<file path="src/rtl/ring_decoder_pkg.sv">
// Shared types and constants for the ring counter decoder.
// Included by ring_decoder and its testbench.
package ring_decoder_pkg;

   typedef enum logic [1:0] {
      HUNT   = 2'd0,
      LOCKED = 2'd1,
      ERR    = 2'd2
   } state_t;

   localparam int                  ERRCNT_W   = 8;
   localparam logic [ERRCNT_W-1:0] ERRCNT_MAX = 8'd255;

endpackage

</file>
<file path="src/rtl/onehot_to_bin.sv">
// Combinational one-hot to binary index, with a flag for exactly-one-bit-set.
// The index is only meaningful when is_onehot is 1.
module onehot_to_bin #(
   parameter int WIDTH = 4,
   parameter int IW    = $clog2(WIDTH)
) (
   input  logic [WIDTH-1:0] din,
   output logic [IW-1:0]    idx,
   output logic             is_onehot
);

   // x & (x-1) clears the lowest set bit, so a zero result means at most one bit was set
   assign is_onehot = (din != '0) && ((din & (din - WIDTH'(1))) == '0);

   always_comb begin
      idx = '0;
      for (int i = 0; i < WIDTH; i++)
         if (din[i]) idx = idx | IW'(i);
   end

endmodule

</file>
<file path="src/rtl/ring_decoder.sv">
// Ring counter decoder: checks left-rotation sequence, locks, reports lock losses.
// Define RING_DECODER_ERRCNT_EN to build the saturating err_cnt counter; otherwise err_cnt reads 0.
module ring_decoder #(
   parameter int WIDTH    = 4,
   parameter int LOCK_CNT = 2,
   parameter int BW       = $clog2(WIDTH)
) (
   input  logic          clk,
   input  logic          rst,
   input  logic [WIDTH-1:0] din,
   output logic [BW-1:0] bin,
   output logic          valid,
   output logic          locked,
   output logic          err,
   output logic [7:0]    err_cnt
);
   import ring_decoder_pkg::*;

   localparam logic [3:0]    LOCK_C = 4'(LOCK_CNT);
   localparam logic [BW-1:0] LAST   = BW'(WIDTH - 1);

   state_t           state, state_n;
   logic [WIDTH-1:0] din_q;
   logic [3:0]       cnt, cnt_n;
   logic             valid_n;
   logic [BW-1:0]    idx_d, idx_q, idx_nxt;
   logic             oh_d, oh_q, match;

   onehot_to_bin #(.WIDTH(WIDTH), .IW(BW)) u_dec_d (.din(din),   .idx(idx_d), .is_onehot(oh_d));
   onehot_to_bin #(.WIDTH(WIDTH), .IW(BW)) u_dec_q (.din(din_q), .idx(idx_q), .is_onehot(oh_q));

   // For one-hot codes a left rotate is the same as index+1 modulo WIDTH
   assign idx_nxt = (idx_q == LAST) ? '0 : idx_q + BW'(1);
   assign match   = oh_d && oh_q && (idx_d == idx_nxt);

   always_comb begin
      state_n = state;
      cnt_n   = cnt;
      case (state)
         HUNT: begin
            if (!match)
               cnt_n = '0;
            else if (cnt + 4'd1 == LOCK_C) begin
               state_n = LOCKED;
               cnt_n   = '0;
            end else
               cnt_n = cnt + 4'd1;
         end
         LOCKED: if (!match) state_n = ERR;
         default: begin
            state_n = HUNT;
            cnt_n   = '0;
         end
      endcase
      valid_n = (state_n == LOCKED) && match;
   end

   always_ff @(posedge clk or posedge rst) begin
      if (rst) begin
         state <= HUNT;
         din_q <= '0;
         cnt   <= '0;
         bin   <= '0;
         valid <= 1'b0;
      end else begin
         state <= state_n;
         din_q <= din;
         cnt   <= cnt_n;
         valid <= valid_n;
         if (valid_n) bin <= idx_d;
      end
   end

   assign locked = (state == LOCKED);
   assign err    = (state == ERR);

`ifdef RING_DECODER_ERRCNT_EN
   logic [ERRCNT_W-1:0] ecnt;

   always_ff @(posedge clk or posedge rst) begin
      if (rst)
         ecnt <= '0;
      else if (state_n == ERR && state != ERR && ecnt != ERRCNT_MAX)
         ecnt <= ecnt + ERRCNT_W'(1);
   end

   assign err_cnt = ecnt;
`else
   assign err_cnt = '0;
`endif

endmodule

</file>
<file path="config.mk">
export PLATFORM = sky130hd
export DESIGN_NAME = ring_decoder
export DESIGN_NICKNAME = d
export VERILOG_FILES = /design/src/rtl/ring_decoder_pkg.sv /design/src/rtl/onehot_to_bin.sv /design/src/rtl/ring_decoder.sv
export SDC_FILE = /design/constraint.sdc
export NUM_CORES = 1
export LEC_CHECK = 0
export CAP_MARGIN = 30
export CELL_PAD_IN_SITES_DETAIL_PLACEMENT = 1
export CELL_PAD_IN_SITES_GLOBAL_PLACEMENT = 1
export CORE_MARGIN = 5
export CORE_UTILIZATION = 35
export CTS_CLUSTER_DIAMETER = 120
export DETAILED_ROUTE_END_ITERATION = 8
export GPL_TIMING_DRIVEN = 0
export PLACE_DENSITY = 0.85
export SLEW_MARGIN = 25
export SYNTH_ARGS = -nofsm -noshare
export SYNTH_HDL_FRONTEND = slang
export SYNTH_SLANG_ARGS = --single-unit
</file>
<file path="constraint.sdc">
create_clock -name clk -period 2.17 [get_ports clk]
set_clock_uncertainty 0.05 [all_clocks]
set_input_delay 0.434 -clock clk [delete_from_list [all_inputs] [get_ports clk]]
set_output_delay 0.434 -clock clk [all_outputs]
set_load 0.05 [all_outputs]
</file>
# After elaboration in Yosys (flattened, before gate mapping)
# Cells that the tools add are included.
# op_classes
bitwise_logic	2
magnitude_cmp	0
n_eq_ne	6
shift	0
n_reduce_logical	10
addsub	4
muxes	14
div	0
multipliers	0
# ops
operator	n
2-bit two-way mux	8
4-bit AND	2
4-bit zero test	2
4-bit two-way mux	2
4-bit one-hot mux with 2 select lines	1
4-bit nonzero test	2
4-bit by 1-bit subtractor with 4-bit output, second input constant	2
1-bit logical AND	5
4-bit by 1-bit adder with 4-bit output, second input constant	1
2-bit by 1-bit == test with 1-bit output, second input constant	2
2-bit == test, second input constant	2
4-bit by 2-bit == test with 1-bit output, second input constant	1
2-bit one-hot mux with 2 select lines	1
2-bit by 1-bit adder with 2-bit output, second input constant	1
2-bit == test	1
2-bit zero test	1
1-bit two-way mux	2
# totals
regBits	13
wordCells	41
mem_bits_rw	0
memories	0
latch_bits	0
mem_bits_ro	0
out_inout_bits	13

# Logic depth before layout (Yosys ltp)
# Gate-level depths: netlist of run 1.
# logic_depth
depth_word	11
depth_mapped	6
mapped_depth_nobuf	6

# Modules after synthesis
# Synthesis of run 1 repeated with hierarchy kept, for this count alone.
# unflattened
cells_unflattened	78
area_unflattened_um2	822.0
# modules_own_cells
mod	area_per_inst_um2	cells_each	n_inst
ring_decoder	721.9	66	1
onehot_to_bin	50.0	6	2

# Worst setup path after synthesis of run 1
# Ideal clock, no wire load.
# synth_path
path_type	register to register
from	register cnt[0]
to	register bin[0]
path_slack_ps	357
arrival_time_ps	1636
stages_incl_launch_ff	6
setup_ps	128
path_buffers	0
required_time_ps	1992
cell_sequence	dfrtp_1 ha_1 nor4b_1 a211oi_1 nor3_2 mux2_1
# synth_between
elab_chain_cells	7
# synth_rtl
element	line	text
from (decl)	ring_decoder.sv:24	logic [3:0] cnt, cnt_n;
from (signal assigned)	ring_decoder.sv:68	cnt <= cnt_n;
4-bit by 1-bit adder with 4-bit output	ring_decoder.sv:43	else if (cnt + 4'd1 == LOCK_C) begin
4-bit by 2-bit == test with 1-bit output	ring_decoder.sv:43	
2-bit two-way mux	ring_decoder.sv:43	
2-bit two-way mux	ring_decoder.sv:41	if (!match)
2-bit one-hot mux with 2 select lines	ring_decoder.sv:39	case (state)
2-bit by 1-bit == test with 1-bit output	ring_decoder.sv:55	valid_n = (state_n == LOCKED) && match;
1-bit logical AND	ring_decoder.sv:55	
net valid_n	ring_decoder.sv:25	logic valid_n;
to (signal assigned)	ring_decoder.sv:70	if (valid_n) bin <= idx_d;
to (decl)	ring_decoder.sv:11	output logic [BW-1:0] bin,
# The timed path passes the listed nets, and every way through them passes these cells.
# A chain may end at the register's enable or synchronous reset.

# Final worst setup path of run 1
# layout_path
from	input din[1]
to	register bin[0]
# layout_between
elab_chain_cells	10
word_cells_on_any_way	16
classes_between	1 x add/sub; 2 x eq/ne; 6 x mux; 1 x bitwise; 6 x reduce/logical
# layout_rtl
element	line	text
from (decl)	ring_decoder.sv:10	input logic [WIDTH-1:0] din,
4-bit by 1-bit subtractor with 4-bit output	onehot_to_bin.sv:13	assign is_onehot = (din != '0) && ((din & (din - WIDTH'(1))) == '0);
4-bit AND	onehot_to_bin.sv:13	
4-bit zero test	onehot_to_bin.sv:13	
1-bit logical AND	onehot_to_bin.sv:13	
1-bit logical AND	ring_decoder.sv:34	assign match = oh_d && oh_q && (idx_d == idx_nxt);
1-bit logical AND (*)	ring_decoder.sv:34	
2-bit two-way mux (on tied branches)	ring_decoder.sv:49, ring_decoder.sv:41	
2-bit one-hot mux with 2 select lines	ring_decoder.sv:39	
2-bit by 1-bit == test with 1-bit output	ring_decoder.sv:55	
1-bit logical AND (*)	ring_decoder.sv:55	
net valid_n	ring_decoder.sv:25	
# Mark *: on every way through the listed nets, which the timed path passes. The rest lies on a longest branch.

==> results of run 1 <==
==> per-stage QoR <==
| stage | utilization, % | std cells | total power, mW |
|---|---|---|---|
| detailed placement | 44.6 | 108 | 0.337 |
| CTS | 46.0 | 112 | 0.481 |
| floorplan | - | 71 | 0.318 |
| global placement | 44.6 | 108 | 0.335 |
| finish | 46.7 | 112 | 0.478 |
| global route | 46.7 | 112 | 0.504 |
==> logic make-up after synthesis <==
| group | share of synthesized area, % |
|---|---|
| AO/OA/AOI/OAI | 13.1 |
| XOR/XNOR | 3.77 |
| adder cells (fa/ha/maj) | 3.59 |
| buffers and inverters | 10.2 |
| flip-flops | 46.7 |
| multiplexers | 3.05 |
| other | 0.538 |
| AND/OR/NAND/NOR | 19.0 |
==> flip-flops by register name (all words and copies together), names as in the netlist <==
register and cells:
bin 2, state 2, valid 1, din_q 4, cnt 4
==> metal layers <==
metal / vias up / part of all wire (%)
li1: 252 / -
met1: 247 / 41
met2: 13 / 53
met3: 0 / 5.7
met4: 0 / 0
met5: - / 0
==> how the worst min path moves through the flow <==
stage                     cells after the start  endpoint  startpoint
final                                         1    bin[0]      bin[0]
after global routing                          1    bin[0]      bin[0]
after CTS                                     1    bin[0]      bin[0]
after detailed placement                      1    bin[0]      bin[0]
after global placement                        1    bin[0]      bin[0]
after floorplan                               1    bin[0]         rst
==> Yosys cell counts <==
library cell,count
or2_4,2
nand2_1,5
a21oi_1,2
nor2_1,3
nor3_2,1
nor4_4,1
o31a_1,1
inv_1,3
nor3_1,3
nand3_1,1
and2_1,1
nor2b_1,2
nor4b_1,1
mux2i_1,1
o211a_1,1
buf_4,8
xnor2_1,1
o31ai_1,3
xor2_1,2
a222oi_1,1
mux2_1,1
ha_1,2
a21bo_2,1
and3_1,1
dfrtp_1,13
o211ai_2,1
a211oi_1,1
conb_1,1
==> power by group through the flow <==
stage	logic (mW)	registers (mW)	clock network, mW
global route	0.0881	0.252	0.164
global placement	0.0788	0.256	0
CTS	0.0809	0.252	0.149
detailed placement	0.0803	0.257	0
floorplan	0.0601	0.258	0
finish	0.0817	0.252	0.144
==> area by class of cell <==
type / instances / area (um2)
flip-flops and latches: 13 / 325
inverters: 3 / 11.3
clock buffers: 4 / 26.3
fillers: 230 / 1020
multi-input cells: 47 / 342
plain buffers: 8 / 60.1
well taps: 27 / 33.8
repair buffers: 10 / 100
==> layout by cell type (no fill, tap or decap), types with 2 or more instances in the layout <==
master           Yosys  routed
dfrtp_1             13      13
buf_4                8       8
conb_1               1       8
clkdlybuf4s50_1      0       8
nand2_1              5       5
nor2_1               3       3
nor3_1               3       3
inv_1                3       3
o31ai_1              3       3
clkbuf_4             0       3
xor2_1               2       2
a21oi_1              2       2
or2_4                2       2
ha_1                 2       2
==> what timing repair did <==
item,in CTS,in global routing
hold buffers,0,0
gates resized for setup,4,3
endpoints found under the setup margin,2,2
==> impl_metrics.csv, run 1 <==
group,metric,value,unit
outcome,status,"finished, final reports clean",
drt,avgRoutedWirePerCell,13.3,um
critical_path,critPathLaunch,"din[1]",
clocking,cts_tree,"done",
clocking,htreeDepth,1,
drt,drt-total-wl,1490,um
synth,synth_top_area_share,46.7,%
critical_path,slowest_delay,0.47,ns
global_route,top_usage_layer,"met2",
clocking,cts_buffers,3,
timing,setup_violations,0,
die,row_count,16,
timing,worstMarginPinSlew,0.588,ns
critical_path,r2r_start,"cnt[0]",
global_route,grt_max_degree,14,
timing,period_share,94.5,%
synth,synth_seq_cells,13,
critical_path,critPathArrivalTime,2.15,ns
global_route,grt.total_usage,11.6,%
critical_path,r2r.worst_path.cells,5,
placement,dp_hpwl,1190,um
drt,first_pass_iters,4,
pwr,cellLeakagePower,0.426,nW
finish,num_antenna_cells,0,
critical_path,r2r-end,"bin[0]",
pwr,vdd_drop_max,0.248,mV
timing,hold_violations,0,
critical_path,cp-start-kind,"primary input",
global_route,antenna_found_initial,0,
die,die_h,54.6,um
synth,syn_area,697,um2
pwr,internal-power,0.345,mW
global_route,grt_pass1_vias,532,
flow_run,cap_violations,0,
pwr,power_density,532,nW/um2
critical_path,end_kind,"flip-flop",
synth,syn_inst,64,
global_route,grt_pass1_wl,2440,um
critical_path,critPathRequiredTime,2.27,ns
drt,drt_iter0_drc,5,
synth,yosys_warnings,0,
critical_path,crit_cells,6,
die,dieArea,2980,um2
min_path,hp-class,"reg -> reg",
die,num_io_pins,19,
drt,drc,0,
critical_path,crit_buf_inv,1,
drt,ant_nets,0,
pwr,switching_share,27.9,%
global_route,grt_util_met1,14.5,%
timing,whs,0.453,ns
die,die_x,54.6,um
synth,synth.largest_area_cell,"dfrtp_1",
pwr,p_seq_share,52.7,%
clocking,clock_latency,0.26,ns
synth,synth-seq-area-share,46.7,%
clocking,numClockSinks,13,
clocking,clk_path_buf_depth,2,
placement,io_buffers,10,
synth,synth_cell_type_count,28,
critical_path,crit_family,"simple AND/OR/NAND/NOR gates",
finish,num-nets-final,94,
clocking,post_cts_buffers,0,
timing,final_max_slew_viol_count,0,
placement,gp_congestion,0.812,
timing,rsz0062_at_grt,"no",
critical_path,crit_path_max_fanout,4,
timing,tns,0,ns
drt,viasPerCell,4.57,
critical_path,path_cells,"clkdlybuf4s50_1 > or2_4 > nor4_4 > o211ai_2 > nor3_4 > mux2_1",
critical_path,crit_end,"bin[0]",
critical_path,path_class,"in -> reg",
clocking,cts_root_buf,"clkbuf_4",
pwr,power_switching,0.133,mW
finish,area_growth,28.9,%
pwr,comb_power_share,17.1,%
drt,route.vias.total,512,
critical_path,rrSetupSlack,0.16,ns
pwr,clockPowerShare,30.2,%
timing,fin_ws,0.119,ns
finish,drive_gt1_share,23.5,%
global_route,grt_overflow_total,0,
global_route,grt_use_met2,19.9,%
die,floorplan.initialDensity,36.3,%
clocking,clkTransAtPathRegs,0.08,ns
finish,stdcell_area,898,um2
placement,pre_cts_slack,-0.191,ns
die,core,1920,um2
placement,placed_area,857,um2
synth,yosys-top-cells-area,"dfrtp_1 (47%), buf_4 (8.6%), ha_1 (3.6%)",
timing,timing.fmax,487,MHz
global_route,met3_usage,3.00,%
timing,relSlewSlack,60.6,%
critical_path,slowest_stage,"clkdlybuf4s50_1",
timing,period_needed,2.05,ns
synth,avgSynthCellArea,10.9,um2
Power figures use the tool's default switching activity.
==> run 2, diff against run 1 <==
--- a/config.mk
+++ b/config.mk
@@ -5,15 +5,16 @@
 export SDC_FILE = /design/constraint.sdc
 export NUM_CORES = 1
 export LEC_CHECK = 0
+export ABC_AREA = 1
 export CAP_MARGIN = 30
 export CELL_PAD_IN_SITES_DETAIL_PLACEMENT = 1
 export CELL_PAD_IN_SITES_GLOBAL_PLACEMENT = 1
 export CORE_MARGIN = 5
-export CORE_UTILIZATION = 35
+export CORE_UTILIZATION = 34
 export CTS_CLUSTER_DIAMETER = 120
 export DETAILED_ROUTE_END_ITERATION = 8
 export GPL_TIMING_DRIVEN = 0
-export PLACE_DENSITY = 0.85
+export PLACE_DENSITY_LB_ADDON = 0.1
 export SLEW_MARGIN = 25
 export SYNTH_ARGS = -nofsm -noshare
 export SYNTH_HDL_FRONTEND = slang
==> impl_metrics.csv, run 2 <==
group,metric,value,unit
outcome,status,"finished, final reports clean",
finish,mostFrequentLayoutCell,"nand2_1",
timing,relSlewSlack,65.3,%
timing,hold_violations,0,
clocking,cts_tree,"done",
timing,final_max_slew_viol_count,0,
synth,yosys_warnings,0,
synth,synth_edf_count,0,
critical_path,cp-start-kind,"flip-flop",
clocking,htreeDepth,1,
synth,synth_cell_type_count,16,
timing,timing.fmax,482,MHz
die,num_io_pins,19,
placement,dp_hpwl,1330,um
finish,reg_top3,"cnt: 4 flops, din_q: 4 flops",
global_route,grt_pass1_wl,2830,um
pwr,vdd_drop_max,0.329,mV
timing,tns,0,ns
clocking,ctsHoldBuffers,0,
die,die_x,58.3,um
die,core,2210,um2
drt,avgRoutedWirePerCell,10.9,um
pwr,cellLeakagePower,0.552,nW
critical_path,path_class,"reg -> out",
critical_path,path_cells,"inv_1 > nor2_1 > clkdlybuf4s15_1",
finish,num_antenna_cells,0,
pwr,power_switching,0.159,mW
synth,synth.largest_area_cell,"dfrtp_1",
drt,route.vias.total,655,
timing,setup_violations,0,
global_route,grt.total_usage,11.1,%
pwr,switching_share,31.5,%
clocking,clkTransAtPathRegs,0.09,ns
synth,async_flop_share,100,%
clocking,clock_latency,0.28,ns
global_route,antenna_found_initial,0,
critical_path,slowest_stage,"clkdlybuf4s15_1",
synth,synth-seq-area-share,41.1,%
critical_path,slowest_delay,0.55,ns
die,row_count,17,
synth,synth_flop_cell,"dfrtp_1",
drt,ant_nets,0,
finish,layout_common_cells,"nand2_1 (30), inv_1 (14), dfrtp_1 (13)",
synth,yosysMostFrequentCell,"nand2_1",
die,die_h,58.3,um
clocking,post_cts_buffers,0,
critical_path,end_kind,"primary output",
die,floorplan.initialDensity,35.8,%
clocking,numClockSinks,13,
finish,num-nets-final,132,
pwr,finalPower,0.504,mW
die,dieArea,3390,um2
placement,pre_cts_slack,0.0859,ns
critical_path,critPathArrivalTime,1.59,ns
global_route,grt_max_degree,14,
finish,area_growth,23.7,%
finish,final_util,44.3,%
timing,worstMarginPinSlew,0.520,ns
synth,synth_seq_cells,13,
drt,first_pass_iters,2,
placement,gp_congestion,0.768,
flow_run,cap_violations,0,
synth,avgSynthCellArea,7.76,um2
min_path,hp-class,"in -> async",
critical_path,crit_path_max_fanout,5,
timing,rsz0062_at_grt,"no",
timing,period_share,95.6,%
synth,synth_top_area_share,41.1,%
global_route,grt_pass1_vias,658,
critical_path,critPathRequiredTime,1.69,ns
drt,drt-total-wl,1640,um
clocking,clk_path_buf_depth,2,
pwr,internal-power,0.345,mW
timing,fin_ws,0.0952,ns
synth,syn_inst,102,
pwr,power_density,515,nW/um2
pwr,comb_power_share,18.5,%
timing,period_needed,2.07,ns
placement,io_buffers,10,
synth,syn_area,792,um2
synth,netlist_top_cells_count,"nand2_1 (30), inv_1 (14), dfrtp_1 (13)",
global_route,grt_overflow_total,0,
drt,viasPerCell,4.34,
synth,yosys-top-cells-area,"dfrtp_1 (41%), nand2_1 (14%), buf_4 (7.6%)",
finish,drive_gt1_share,22.0,%
pwr,p_seq_share,49.9,%
pwr,clockPowerShare,31.5,%
drt,drt_iter0_drc,4,
drt,drc,0,
clocking,cts_buffers,3,
clocking,cts_root_buf,"clkbuf_4",
run 2: changes by cell type in the layout (fill, tap and decap cells not counted), moves of 4 or more:
cell and delta:
nor2_1 +7, nand2_1 +25, nand4_1 +4, nand2_2 +7, inv_1 +11
run 2: through the flow:
step	std cells	instance area [um2]	hold slack [ns]
finish	151	980	0.430
global route	151	980	0.480
CTS	151	978	0.439
detailed placement	147	953	0.418
global placement	147	953	0.406
floorplan	109	818	0.261
run 2: path summary, 6_finish.rpt:
check	start	endpoint	slack (ns)	cells after the start
max in group asynchronous	rst	din_q[2]	1.28	2
worst max register to register	cnt[0]	bin[0]	0.72	9
worst min register to register	bin[1]	bin[1]	0.43	2
worst min-delay path	rst	din_q[3]	0.43	2
worst max-delay path	state[0]	locked	0.1	3
min in group clk	bin[1]	bin[1]	0.43	2
run 2: power by group through the flow:
stage               Combinational [mW]  Clock (mW)  Sequential, mW
floorplan                       0.0713           0           0.259
global placement                0.0932           0           0.256
detailed placement              0.0944           0           0.257
CTS                             0.0946       0.166           0.252
global route                     0.102       0.178           0.252
finish                          0.0935       0.159           0.252
run 2: worst max-delay path, delay by kind of cell (launching register included):
family,cells,cell delay [ns]
and+or+nand+nor,1,0.30
buffers and inverters,2,0.63
DFF,1,0.37
run 2: what timing repair did:
| action | CTS | global route |
|---|---|---|
| setup endpoints to repair | 2 | 1 |
| cloned | 0 | 0 |
| resized for setup | 2 | 1 |
run 2: layout make-up:
| cell class | count | area, um2 |
|---|---|---|
| Timing Repair Buffer | 10 | 98.8 |
| Inverter | 17 | 63.8 |
| Sequential cell | 13 | 325 |
| Clock buffer | 3 | 22.5 |
| Tap cell | 28 | 35.0 |
| Multi-Input combinational cell | 71 | 369 |
| Clock inverter | 1 | 5.00 |
| Fill cell | 284 | 1230 |
| Buffer | 8 | 60.1 |
run 2: metal layers:
| metal | track usage, % | wire length [um] | part of all wire [%] | vias up |
|---|---|---|---|---|
| met5 | 0 | 0 | 0 | - |
| met4 | 5.96 | 44 | 2.7 | 0 |
| met3 | 2.45 | 60 | 3.7 | 5 |
| met2 | 19.1 | 843 | 51 | 11 |
| met1 | 12.4 | 690 | 42 | 303 |
| li1 | - | - | - | 336 |
run 2: cells by family (layout without fill, tap and decap cells):
group / after synthesis / in the layout / synth area share [%]
fa+ha+maj: 2 / 2 / 3.16
buf+inv: 25 / 39 / 15.6
flops: 13 / 13 / 41.1
other cells: 1 / 8 / 0.473
simple gates: 61 / 61 / 39.7
==> run 3, diff against run 2 <==
--- a/config.mk
+++ b/config.mk
@@ -11,7 +11,6 @@
 export CELL_PAD_IN_SITES_GLOBAL_PLACEMENT = 1
 export CORE_MARGIN = 5
 export CORE_UTILIZATION = 34
-export CTS_CLUSTER_DIAMETER = 120
 export DETAILED_ROUTE_END_ITERATION = 8
 export GPL_TIMING_DRIVEN = 0
 export PLACE_DENSITY_LB_ADDON = 0.1
==> results of run 3 <==
The final DEF is identical to that of run 2; final timing and power are the same.
